**src/rtl/kernel_runner_pkg.sv**
```systemverilog
// Shared types and constants for the kernel runner.
package kernel_runner_pkg;

    localparam int unsigned RES_W              = 2;
    localparam int unsigned ADDR_W             = 1;
    localparam int unsigned DEF_TIMEOUT_CYCLES = 64;

    typedef enum logic [2:0] {
        ST_IDLE,
        ST_PRELOAD,
        ST_START,
        ST_RUN,
        ST_RB_ADDR,
        ST_RB_DATA,
        ST_RESPOND
    } state_e;

endpackage

```
**src/rtl/kernel_runner.sv**
```systemverilog
// Kernel runner: accepts a job, preloads array word 0, starts the kernel,
// waits for completion or timeout, reads word 0 back and returns a result.
module kernel_runner
    import kernel_runner_pkg::*;
#(
    parameter int unsigned TIMEOUT_CYCLES = DEF_TIMEOUT_CYCLES,
    parameter int unsigned CYC_W          = 8
) (
    input  logic              clk,
    input  logic              rst_n,
    input  logic              job_valid,
    output logic              job_ready,
    input  logic              job_init,
    input  logic              job_arr,
    output logic              res_valid,
    input  logic              res_ready,
    output logic [RES_W-1:0]  res_data,
    output logic              res_arr,
    output logic [CYC_W-1:0]  res_cycles,
    output logic              res_timeout,
    output logic              k_r_enable,
    output logic              k_init_i,
    output logic              k_ctrl_arr,
    output logic              k_arr_we,
    output logic [ADDR_W-1:0] k_arr_addr,
    output logic              k_arr_wdata,
    input  logic              k_arr_rdata,
    input  logic              k_w_enable,
    input  logic [RES_W-1:0]  k_result
);

    state_e             r_state;
    state_e             w_state_nxt;
    logic               w_accept;
    logic               w_timeout;
    logic               w_run_exit;

    logic               r_job_ready;
    logic               r_res_valid;
    logic [RES_W-1:0]   r_res_data;
    logic               r_res_arr;
    logic [CYC_W-1:0]   r_res_cycles;
    logic               r_res_timeout;
    logic               r_k_r_enable;
    logic               r_k_init_i;
    logic               r_k_ctrl_arr;
    logic               r_k_arr_we;
    logic               r_k_arr_wdata;
    logic [CYC_W-1:0]   r_cnt;

    assign w_timeout  = (r_cnt == CYC_W'(TIMEOUT_CYCLES - 1));
    assign w_run_exit = (r_state == ST_RUN) && (k_w_enable || w_timeout);

    // State register
    always_ff @(posedge clk or negedge rst_n) begin
        if (!rst_n) begin
            r_state <= ST_IDLE;
        end else begin
            r_state <= w_state_nxt;
        end
    end

    // Next-state logic
    always_comb begin
        w_state_nxt = r_state;
        w_accept    = 1'b0;
        case (r_state)
            ST_IDLE: begin
                if (job_valid && r_job_ready) begin
                    w_accept    = 1'b1;
                    w_state_nxt = ST_PRELOAD;
                end
            end
            ST_PRELOAD: w_state_nxt = ST_START;
            ST_START:   w_state_nxt = ST_RUN;
            ST_RUN: begin
                if (k_w_enable || w_timeout) begin
                    w_state_nxt = ST_RB_ADDR;
                end
            end
            ST_RB_ADDR: w_state_nxt = ST_RB_DATA;
            ST_RB_DATA: w_state_nxt = ST_RESPOND;
            ST_RESPOND: begin
                if (res_ready) begin
                    w_state_nxt = ST_IDLE;
                end
            end
            default:    w_state_nxt = ST_IDLE;
        endcase
    end

    // Control outputs registered from the next state so they align with it
    always_ff @(posedge clk or negedge rst_n) begin
        if (!rst_n) begin
            r_job_ready   <= 1'b0;
            r_res_valid   <= 1'b0;
            r_k_r_enable  <= 1'b0;
            r_k_ctrl_arr  <= 1'b0;
            r_k_arr_we    <= 1'b0;
            r_k_arr_wdata <= 1'b0;
            r_k_init_i    <= 1'b0;
        end else begin
            r_job_ready   <= (w_state_nxt == ST_IDLE);
            r_res_valid   <= (w_state_nxt == ST_RESPOND);
            r_k_r_enable  <= (w_state_nxt == ST_START);
            r_k_ctrl_arr  <= (w_state_nxt == ST_PRELOAD) || (w_state_nxt == ST_RB_ADDR) ||
                             (w_state_nxt == ST_RB_DATA);
            r_k_arr_we    <= (w_state_nxt == ST_PRELOAD);
            // PRELOAD is only entered on acceptance, so job_arr is the live job's value
            r_k_arr_wdata <= (w_state_nxt == ST_PRELOAD) ? job_arr : 1'b0;
            if (w_accept) begin
                r_k_init_i <= job_init;
            end
        end
    end

    // RUN cycle counter and result capture
    always_ff @(posedge clk or negedge rst_n) begin
        if (!rst_n) begin
            r_cnt         <= '0;
            r_res_data    <= '0;
            r_res_arr     <= 1'b0;
            r_res_cycles  <= '0;
            r_res_timeout <= 1'b0;
        end else begin
            if (r_state == ST_START) begin
                r_cnt <= '0;
            end else if ((r_state == ST_RUN) && (r_cnt != {CYC_W{1'b1}})) begin
                r_cnt <= r_cnt + CYC_W'(1);
            end
            // Completion takes priority over a coincident timeout
            if (w_run_exit) begin
                r_res_data    <= k_w_enable ? k_result : '0;
                r_res_timeout <= ~k_w_enable;
                r_res_cycles  <= r_cnt;
            end
            if (r_state == ST_RB_DATA) begin
                r_res_arr <= k_arr_rdata;
            end
        end
    end

    assign job_ready   = r_job_ready;
    assign res_valid   = r_res_valid;
    assign res_data    = r_res_data;
    assign res_arr     = r_res_arr;
    assign res_cycles  = r_res_cycles;
    assign res_timeout = r_res_timeout;
    assign k_r_enable  = r_k_r_enable;
    assign k_init_i    = r_k_init_i;
    assign k_ctrl_arr  = r_k_ctrl_arr;
    assign k_arr_we    = r_k_arr_we;
    assign k_arr_addr  = '0;
    assign k_arr_wdata = r_k_arr_wdata;

endmodule

```
**config.mk**
```make
export PLATFORM = sky130hd
export DESIGN_NAME = kernel_runner
export DESIGN_NICKNAME = d
export VERILOG_FILES = /design/src/rtl/kernel_runner_pkg.sv /design/src/rtl/kernel_runner.sv
export SDC_FILE = /design/constraint.sdc
export NUM_CORES = 1
export LEC_CHECK = 0
export CELL_PAD_IN_SITES_DETAIL_PLACEMENT = 0
export CELL_PAD_IN_SITES_GLOBAL_PLACEMENT = 2
export CORE_MARGIN = 8
export CORE_UTILIZATION = 32
export DETAILED_ROUTE_END_ITERATION = 8
export PLACE_DENSITY = 0.88
export SKIP_LAST_GASP = 1
export SYNTH_ARGS = -nofsm -noshare
export SYNTH_HDL_FRONTEND = slang
export SYNTH_SLANG_ARGS = --single-unit
```
**constraint.sdc**
```tcl
create_clock -name clk -period 1.7 [get_ports clk]
set_input_delay 0.34 -clock clk [delete_from_list [all_inputs] [get_ports clk]]
set_output_delay 0.34 -clock clk [all_outputs]
set_load 0.01 [all_outputs]
```
==> results of run 1 <==
layout make-up:
type                    instances  area share
clock buffers                   7     0.04492
clock inverters                 1    0.002604
inverters                       7     0.01367
multi-input cells             100      0.3477
flip-flops and latches         30      0.3906
well taps                      54     0.03516
repair buffers                 33      0.1654
power by group:
group	internal, W	switching [W]
Combinational	0.000544	0.000524
Sequential	0.000909	0.000209
Clock	0.000326	0.000255
Total	0.00178	0.000988
per-layer routing:
metal  vias to the layer above  global-route usage  share of wire
li1                        583                   -              -
met1                       591              0.1313           0.47
met2                        25              0.1625           0.48
met3                         2             0.02341          0.040
met4                         0             0.03883         0.0088
met5                         -                   0              0
worst paths after layout:
kind                                                   to  slack (ns)
min in group clk                      res_arr$_DFFE_PN0N_        0.50
max in group asynchronous       res_cycles[5]$_DFFE_PN0P_        0.97
worst min register to register        res_arr$_DFFE_PN0N_        0.50
worst max register to register       k_init_i$_DFFE_PN0P_        0.12
worst min-delay path                  res_arr$_DFFE_PN0N_        0.46
worst max-delay path                 k_init_i$_DFFE_PN0P_        0.12
worst reg2reg max path, cell delays in order, from the launching register on:
cell     delay (ns)
dfrtp_1        0.54
or3_1          0.45
nor2_2         0.14
mux2_1         0.34
cells by family (layout without fill, tap and decap cells):
family                   after synthesis  in the layout  share of synthesized area
multiplexers                           7              7                    0.04833
flip-flops                            30             30                     0.5000
buffers and inverters                 16             48                    0.05832
adder cells (fa/ha/maj)                1              1                   0.008332
AO/OA/AOI/OAI                         33             33                     0.1425
other                                  1              1                   0.002498
AND/OR/NAND/NOR                       58             58                     0.2400
state kept, by name (all words and copies together) (netlist names):
signal	flops
k_arr_we	1
res_valid	1
res_arr	1
res_cycles	8
r_cnt	8
job_ready	1
k_arr_wdata	1
k_init_i	1
r_state	3
res_timeout	1
k_ctrl_arr	1
res_data	2
k_r_enable	1
placed cells by master (no fill, tap or decap), types with 2 or more instances in the layout:
cell type and n:
o311ai_1 2, nor2_1 5, clkbuf_8 6, a22oi_1 4, inv_1 7, o22ai_1 7, mux2i_1 5, and3_1 2
buf_4 5, nand2_1 24, mux2_1 2, dfrtp_1 30, nand3_1 3, nand4_1 4, o21ai_0 10, clkdlybuf4s50_1 28
and2_1 2, nor4_2 2, o21a_1 2
per-stage QoR:
step / std cells / util / instance area (um^2) / total power [W] / worst slack, ns
after global placement: 224 / 0.3943 / 1826 / 0.002178 / 0.1575
after CTS: 232 / 0.4141 / 1917 / 0.002807 / 0.1028
after global routing: 232 / 0.4151 / 1922 / 0.002971 / 0.01501
after floorplan: 146 / - / 1501 / 0.001760 / 0.2471
final: 232 / 0.4151 / 1922 / 0.002768 / 0.1164
after detailed placement: 224 / 0.3943 / 1826 / 0.002214 / 0.1156
==> flow_summary_export.csv, run 1 <==
group,metric,value,unit
status,status,"finished clean",
clocking,cts_max_level,2,
cells_and_area,register_area,750.7,um^2
grt,grt_overflow_total,0,
critical_path,critPathCaptureType,"register",
logic_synthesis,synth-edff-count,0,
cells_and_area,nNetsFinal,188,
critical_path,cp.required,1.85,ns
routing,wl_per_cell,15.26,um
logic_synthesis,ys_top_cells_by_count,"dfrtp_1 (30), nand2_1 (24), o21ai_0 (10)",
routing,ant_nets,0,
critical_path,regToRegStartpoint,"r_state[0]$_DFF_PN0_",
floorplan,start_util,0.3243,
logic_synthesis,yosys_warnings,0,
critical_path,cp_max_fo,14,
grt,grt_max_degree,31,
grt,antenna_found_initial,0,
critical_path,r2r_cells,3,
logic_synthesis,synth_area_leaders,"dfrtp_1 (50%), nand2_1 (6.0%), mux2i_1 (3.3%), o21ai_0 (3.3%), o22ai_1 (2.9%)",
floorplan,ioPinCount,30,
routing,drt-total-wl,3540,um
routing,vias_per_cell,5.177,
grt,grt_pass1_wl,6003,um
clocking,post_cts_resized,0,
critical_path,cp-start-kind,"register",
cells_and_area,layout-drive-gt1-share,0.1067,
timing,tns,0,ns
floorplan,die_h,84.50,um
clocking,hold_buffers,0,
cells_and_area,syn2layout_area_growth,28.00,%
power_and_ir_drop,cellLeakagePower,0.8094,nW
critical_path,crit_start,"r_state[0]$_DFF_PN0_",
logic_synthesis,yosysTopAreaCellShare,0.5000,
timing,period_share,0.9316,
logic_synthesis,synth_area,1501,um^2
cells_and_area,multi_input_area,668.1,um^2
floorplan,core_area,4629,um^2
routing,vias,1201,
grt,grt_pass1_vias,1251,
timing,fmax,631.5,MHz
clocking,clockBufferDepth,2,
critical_path,slowest_delay,0.54,ns
place,gp_congestion,0.8461,
logic_synthesis,synth-async-reset-ratio,1.000,
cells_and_area,fill_cells,470,
run,cap_violations,0,
logic_synthesis,synth_flop_cell,"dfrtp_1",
logic_synthesis,synthesis.nets,157,
clocking,clk_latency,0.27,ns
clocking,cts-buffers-inserted,5,
clocking,cts_setup_buffers,0,
grt,grt_use_total,0.1024,
critical_path,cpLargestDelayFamily,"simple AND/OR/NAND/NOR gates",
place,hpwlAfterDp,2586,um
routing,drc,0,
timing,drv_slew,0,
critical_path,cp_cell_sequence,"or3_1 > nor2_2 > mux2_1",
floorplan,die_area,7140,um^2
min_path,hold_path.class,"input port to asynchronous set/reset pin",
timing,final.min_clock_period,1.584,ns
timing,finalSetupViolCount,0,
floorplan,fp.dieW,84.50,um
timing,rsz0062_at_grt,"no",
logic_synthesis,synth_cell_types,47,
critical_path,slowest_stage,"dfrtp_1",
logic_synthesis,ys_ff_latch,30,
critical_path,crit_type,"register to register",
logic_synthesis,synth.most_common_cell,"dfrtp_1",
clocking,cts_sinks,30,
routing,drtIter0Drc,52,
logic_synthesis,yosysSeqAreaShare,0.5000,
place,io_buffers,28,
power_and_ir_drop,irDropWorstVdd,0.7210,mV
logic_synthesis,postSynthCellCount,146,
routing,drt-pass1-iter-count,4,
timing,finalHoldViolCount,0,
power_and_ir_drop,p_per_area,1440,nW/um^2
logic_synthesis,syn_avg_cell_area,10.28,um^2
timing,holdWs,0.4576,ns
cells_and_area,num_antenna_cells,0,
floorplan,rows,25,
critical_path,worst-path-stages,3,
clocking,cts-root-buf,"clkbuf_8",
critical_path,arrival,1.74,ns
clocking,cts_tree,"built",
critical_path,critical_path_buf_inv_count,0,
timing,fin_skew,0.003025,ns
clocking,path_clk_slew,0.06,ns
logic_synthesis,synth_largest_area_cell,"dfrtp_1",
No activity file was read; power rests on OpenSTA's default activity.
==> inputs of run 2 (changes only) <==
--- a/config.mk
+++ b/config.mk
@@ -8,10 +8,12 @@
 export CELL_PAD_IN_SITES_DETAIL_PLACEMENT = 0
 export CELL_PAD_IN_SITES_GLOBAL_PLACEMENT = 2
 export CORE_MARGIN = 8
-export CORE_UTILIZATION = 32
+export CORE_UTILIZATION = 33
+export CTS_BUF_LIST = sky130_fd_sc_hd__clkbuf_8
 export DETAILED_ROUTE_END_ITERATION = 8
-export PLACE_DENSITY = 0.88
+export PLACE_DENSITY = 0.9
 export SKIP_LAST_GASP = 1
 export SYNTH_ARGS = -nofsm -noshare
 export SYNTH_HDL_FRONTEND = slang
 export SYNTH_SLANG_ARGS = --single-unit
+export TNS_END_PERCENT = 100
==> run 2 against run 1 <==
Net effect: die area is 2.5% lower; register-to-register slack about the same; total power is 4.3% higher; via count decreased by 1.7%; clock power up 26%; highest routed layer unchanged; clock skew is 0.0022 ns higher; worst setup slack improved by 0.0033 ns; global-route usage is 0.25 points higher; cell area up 0.65%.
==> flow_summary_export.csv, run 2 (synthesis gave the netlist of run 1 again) <==
group,metric,value,unit
clocking,path_clk_slew,0.06,ns
critical_path,crit_end,"r_cnt[0]$_DFFE_PN0P_",
cells_and_area,num_antenna_cells,0,
critical_path,cp.required,1.85,ns
cells_and_area,final_cells,228,
clocking,cts_tree,"built",
routing,wl_per_cell,15.36,um
grt,antenna_found_initial,0,
min_path,hold_path.class,"input port to asynchronous set/reset pin",
place,hpwlAfterDp,2453,um
power_and_ir_drop,irDropWorstVdd,0.8258,mV
timing,setup_ws,0.1197,ns
timing,period_share,0.9296,
routing,vias_per_cell,5.175,
routing,ant_nets,0,
cells_and_area,syn2layout_area_growth,28.83,%
grt,grt_pass1_vias,1236,
routing,drt-total-wl,3501,um
place,io_buffers,28,
place,pre_cts_slack,0.04212,ns
cells_and_area,final_cell_mix,"dfrtp_1 (30), clkdlybuf4s50_1 (28), nand2_1 (24)",
floorplan,fp.dieW,83.45,um
grt,met1_usage,0.1316,
cells_and_area,fill_cells,433,
critical_path,worst-r2r-setup-slack,0.12,ns
power_and_ir_drop,swShare,0.3423,
routing,vias,1180,
routing,drc,0,
timing,tns,0,ns
power_and_ir_drop,switchingPower,0.0009877,W
clocking,clk_latency,0.28,ns
critical_path,slowest_delay,0.53,ns
clocking,clockBufferDepth,2,
cells_and_area,layout-drive-gt1-share,0.1080,
grt,use_met2,0.1556,
routing,drt-pass1-iter-count,4,
clocking,cts_sinks,30,
status,status,"finished clean",
power_and_ir_drop,p_int,0.001898,W
floorplan,die_h,83.45,um
clocking,cts-buffers-inserted,5,
place,gp_congestion,0.8535,
grt,grt_max_degree,31,
critical_path,cp-start-kind,"register",
critical_path,cp_max_fo,10,
critical_path,cp_cell_sequence,"buf_4 > or3b_1 > nand2_1 > mux2i_1",
place,dp_cells,220,
floorplan,die_area,6964,um^2
power_and_ir_drop,combinationalPowerShare,0.358,
critical_path,regToRegStartpoint,"r_state[0]$_DFF_PN0_",
clocking,cts-root-buf,"clkbuf_8",
critical_path,crit_type,"register to register",
floorplan,ioPinCount,30,
routing,drtIter0Drc,55,
power_and_ir_drop,clkPwrFrac,0.253,
cells_and_area,layout_commonest_cell,"dfrtp_1",
power_and_ir_drop,power_frac_seq,0.389,
grt,grt_overflow_total,0,
grt,grt_pass1_wl,6044,um
timing,rsz0062_at_grt,"no",
critical_path,r2r_cells,4,
clocking,cts_max_level,2,
grt,use_met3,0.03613,
power_and_ir_drop,p_per_area,1492,nW/um^2
critical_path,arrival,1.74,ns
floorplan,rows,24,
timing,fin_skew,0.005241,ns
timing,finalSetupViolCount,0,
critical_path,critPathCaptureType,"register",
critical_path,slowest_stage,"or3b_1",
grt,grt.busiest_layer,"met2",
timing,drv_slew,0,
critical_path,worst_r2r_endpoint,"r_cnt[0]$_DFFE_PN0P_",
grt,grt_use_total,0.1049,
critical_path,crit_start,"r_state[0]$_DFF_PN0_",
timing,fmax,632.8,MHz
power_and_ir_drop,cellLeakagePower,0.8127,nW
floorplan,start_util,0.3425,
floorplan,core_area,4384,um^2
cells_and_area,nNetsFinal,187,
timing,finalHoldViolCount,0,
run,cap_violations,0,
timing,final.min_clock_period,1.580,ns
## run 2: changes by cell type in the layout (fill, tap and decap cells not counted)
| cell | previous run | this run |
|---|---|---|
| a211oi_1 | 0 | 1 |
| a211oi_2 | 1 | 0 |
| buf_4 | 5 | 4 |
| bufinv_16 | 0 | 1 |
| clkbuf_1 | 1 | 0 |
| clkinv_2 | 1 | 0 |
| ha_1 | 1 | 0 |
| ha_2 | 0 | 1 |
| o21ai_1 | 1 | 0 |
| o21ai_2 | 0 | 1 |
## run 2: layer usage
layer	wire length (um)	up-vias
li1	-	586
met1	1671	568
met2	1607	20
met3	152	6
met4	69	0
met5	0	-
## run 2: worst min-delay path by stage
stage / start / to / cells after the start
5_1_grt: rst_n / r_cnt[1]$_DFFE_PN0P_ / 2
2_1_floorplan: rst_n / job_ready$_DFF_PN0_ / 0
3_5_place_dp: res_timeout$_DFFE_PN0P_ / res_timeout$_DFFE_PN0P_ / 1
4_1_cts: rst_n / res_arr$_DFFE_PN0N_ / 2
6_report: rst_n / res_data[1]$_DFFE_PN0P_ / 2
3_3_place_gp: k_init_i$_DFFE_PN0P_ / k_init_i$_DFFE_PN0P_ / 1
## run 2: power by group through the flow
| stage | clock network [W] | logic (W) | registers [W] |
|---|---|---|---|
| after CTS | 0.000752 | 0.00105 | 0.00112 |
| final | 0.000731 | 0.00103 | 0.00112 |
| after global routing | 0.000784 | 0.00115 | 0.00116 |
| after floorplan | 0 | 0.000646 | 0.00111 |
| after detailed placement | 0 | 0.00104 | 0.00113 |
| after global placement | 0 | 0.00102 | 0.00113 |
## run 2: through the flow
stage                     hold WS, ns    util  power, W  instance area (um^2)
after CTS                      0.4695  0.4381  0.002921                  1921
after detailed placement       0.4888  0.4124  0.002176                  1808
after floorplan               0.04441       -  0.001760                  1501
after global routing           0.4898  0.4412  0.003095                  1934
after global placement         0.4706  0.4124  0.002147                  1808
final                          0.4568  0.4412  0.002885                  1934
## run 2: timing repair
item,in CTS,in global routing
hold buffers,0,0
endpoints found under the setup margin,0,15
resized for setup,0,2
buffers inserted,0,1
## run 2: cell type report
cell class	count	area [um^2]	area share
sequential	30	750.7	0.3881
multi-input combinational	100	669.4	0.3461
timing repair buffer	32	310.3	0.1604
clock buffer	6	82.58	0.04269
tap	52	65.06	0.03364
clock inverter	1	30.03	0.01552
inverter	7	26.28	0.01358
## run 2: critical path: cells and delay by family, from the launching register on
family	cells	cell delay, ns
mux	1	0.08
buf+inv	1	0.21
flops	1	0.50
simple gates	2	0.67
==> inputs of run 3 (changes only) <==
--- a/config.mk
+++ b/config.mk
@@ -8,11 +8,13 @@
 export CELL_PAD_IN_SITES_DETAIL_PLACEMENT = 0
 export CELL_PAD_IN_SITES_GLOBAL_PLACEMENT = 2
 export CORE_MARGIN = 8
-export CORE_UTILIZATION = 33
+export CORE_UTILIZATION = 41
 export CTS_BUF_LIST = sky130_fd_sc_hd__clkbuf_8
 export DETAILED_ROUTE_END_ITERATION = 8
+export DONT_BUFFER_PORTS = 1
 export PLACE_DENSITY = 0.9
 export SKIP_LAST_GASP = 1
+export SLEW_MARGIN = 5
 export SYNTH_ARGS = -nofsm -noshare
 export SYNTH_HDL_FRONTEND = slang
 export SYNTH_SLANG_ARGS = --single-unit
==> run 3 against run 2 <==
Net effect: count of clock-buffer cells in the layout unchanged; first-iteration DRC count up 16%; maximum frequency is 0.92% higher; flip-flop and latch count is the same; via count is 6.9% lower; routed wire length shrank 5.9%; cell area fell by 14%; clock skew grew 0.0011 ns; sequential power grew 6%; clock power is 19% lower; largest cell class unchanged.
==> flow_summary_export.csv, run 3 (synthesis gave the netlist of run 1 again) <==
group,metric,value,unit
floorplan,die_area,5855,um^2
critical_path,cp-start-kind,"register",
grt,grt_overflow_total,0,
critical_path,slowest_delay,0.38,ns
routing,vias_per_cell,5.518,
routing,drc,0,
floorplan,ioPinCount,30,
clocking,cts-root-buf,"clkbuf_8",
clocking,post_cts_resized,0,
power_and_ir_drop,swShare,0.3842,
power_and_ir_drop,irDropWorstVdd,1.018,mV
grt,grt_max_degree,31,
place,io_buffers,0,
power_and_ir_drop,p_per_area,1515,nW/um^2
floorplan,core_area,3578,um^2
critical_path,critPathCaptureType,"register",
power_and_ir_drop,combinationalPowerShare,0.288,
cells_and_area,layout-drive-gt1-share,0.1258,
clocking,cts-buffers-inserted,5,
place,gp_congestion,0.8577,
routing,drt-total-wl,3295,um
floorplan,rows,22,
grt,antenna_found_initial,0,
critical_path,cp.required,1.91,ns
power_and_ir_drop,p_int,0.001544,W
cells_and_area,syn2layout_area_growth,10.25,%
run,cap_violations,0,
timing,rsz0062_at_grt,"no",
critical_path,crit_type,"register to register",
cells_and_area,num_antenna_cells,0,
timing,period_share,0.9211,
routing,drtIter0Drc,64,
clocking,cts_tree,"built",
status,status,"finished clean",
cells_and_area,nNetsFinal,161,
timing,tns,0,ns
grt,grt_use_total,0.1224,
timing,holdWs,0.1821,ns
clocking,clockBufferDepth,2,
place,hpwlAfterDp,2353,um
power_and_ir_drop,cellLeakagePower,0.7134,nW
min_path,hold_path.class,"input port to register",
clocking,clk_latency,0.29,ns
grt,grt_pass1_vias,1127,
timing,finalHoldViolCount,0,
power_and_ir_drop,power_frac_seq,0.476,
clocking,cts_max_level,2,
routing,drt-pass1-iter-count,4,
cells_and_area,layout_commonest_cell,"dfrtp_1",
timing,fmax,638.6,MHz
clocking,cts_setup_buffers,0,
critical_path,slowest_stage,"dfrtp_1",
cells_and_area,fill_cells,369,
routing,ant_nets,0,
timing,finalSetupViolCount,0,
critical_path,cp_max_fo,8,
floorplan,start_util,0.4196,
clocking,path_clk_slew,0.06,ns
timing,drv_slew,0,
timing,final.min_clock_period,1.566,ns
power_and_ir_drop,clkPwrFrac,0.236,
grt,grt_pass1_wl,5664,um
cells_and_area,final_cells,199,
power_and_ir_drop,switchingPower,0.0009633,W
clocking,cts_sinks,30,
critical_path,arrival,1.77,ns
place,dp_cells,189,
cells_and_area,final_cell_mix,"dfrtp_1 (30), nand2_1 (24), o21ai_0 (10)",
routing,vias,1098,
timing,fin_skew,0.006292,ns
routing,wl_per_cell,16.56,um
critical_path,cp_cell_sequence,"ha_1 > and4_1 > a211oi_1 > mux2i_1",
floorplan,die_h,76.52,um
floorplan,fp.dieW,76.52,um
==> run 3: power by group through the flow <==
stage                     logic (W)  registers, W  clock network (W)
after global placement     0.000694       0.00120                  0
after detailed placement   0.000701       0.00121                  0
final                      0.000721       0.00119           0.000593
after CTS                  0.000728       0.00120           0.000612
after floorplan            0.000646       0.00111                  0
after global routing       0.000826       0.00123           0.000659
==> run 3: timing repair <==
item                       4_1_cts  5_1_grt
hold endpoints to repair        30        0
setup endpoints to repair        0        0
hold buffers                     2        0
==> run 3: worst paths after layout <==
| check | startpoint | endpoint | slack (ns) | depth (start not counted) |
|---|---|---|---|---|
| max | r_cnt[0]$_DFFE_PN0P_ | r_cnt[3]$_DFFE_PN0P_ | 0.13 | 4 |
| min | job_arr | k_arr_wdata$_DFF_PN0_ | 0.18 | 1 |
| max reg2reg | r_cnt[0]$_DFFE_PN0P_ | r_cnt[3]$_DFFE_PN0P_ | 0.13 | 4 |
| min reg2reg | res_timeout$_DFFE_PN0P_ | res_timeout$_DFFE_PN0P_ | 0.57 | 1 |
| max in group asynchronous | rst_n | r_cnt[5]$_DFFE_PN0P_ | 1.03 | 2 |
| min in group asynchronous | rst_n | r_state[0]$_DFF_PN0_ | 0.50 | 2 |
==> run 3: per-layer routing <==
layer  vias to the layer above  track usage  part of all wire
li1                        529            -                 -
met5                         -            0                 0
met2                        30       0.1791              0.45
met1                       532       0.1418              0.44
met3                         7      0.05896             0.089
met4                         0      0.07115             0.023
==> run 3: worst max-delay path: cells and delay by family (launching register included) <==
kind            cells  cell delay (ns)
flops               1             0.38
fa+ha+maj           1             0.31
mux                 1             0.22
compound gates      1             0.33
simple gates        1             0.24
==> run 3: area by class of cell <==
class	count	area (um^2)	share of cell area
multi-input combinational	100	663.1	0.4006
clock inverter	2	12.51	0.007559
clock buffer	6	82.58	0.04989
tap	48	60.06	0.03628
timing repair buffer	6	60.06	0.03628
sequential	30	750.7	0.4535
inverter	7	26.28	0.01587
==> run 3: stage by stage <==
stage               setup slack [ns]    util  instance area, um^2  power (W)
finish                        0.1340  0.4626                 1655   0.002508
global route                0.009256  0.4626                 1655   0.002710
CTS                           0.1281  0.4626                 1655   0.002542
detailed placement            0.1418  0.4276                 1530   0.001916
global placement              0.1583  0.4276                 1530   0.001893
floorplan                     0.2471       -                 1501   0.001760
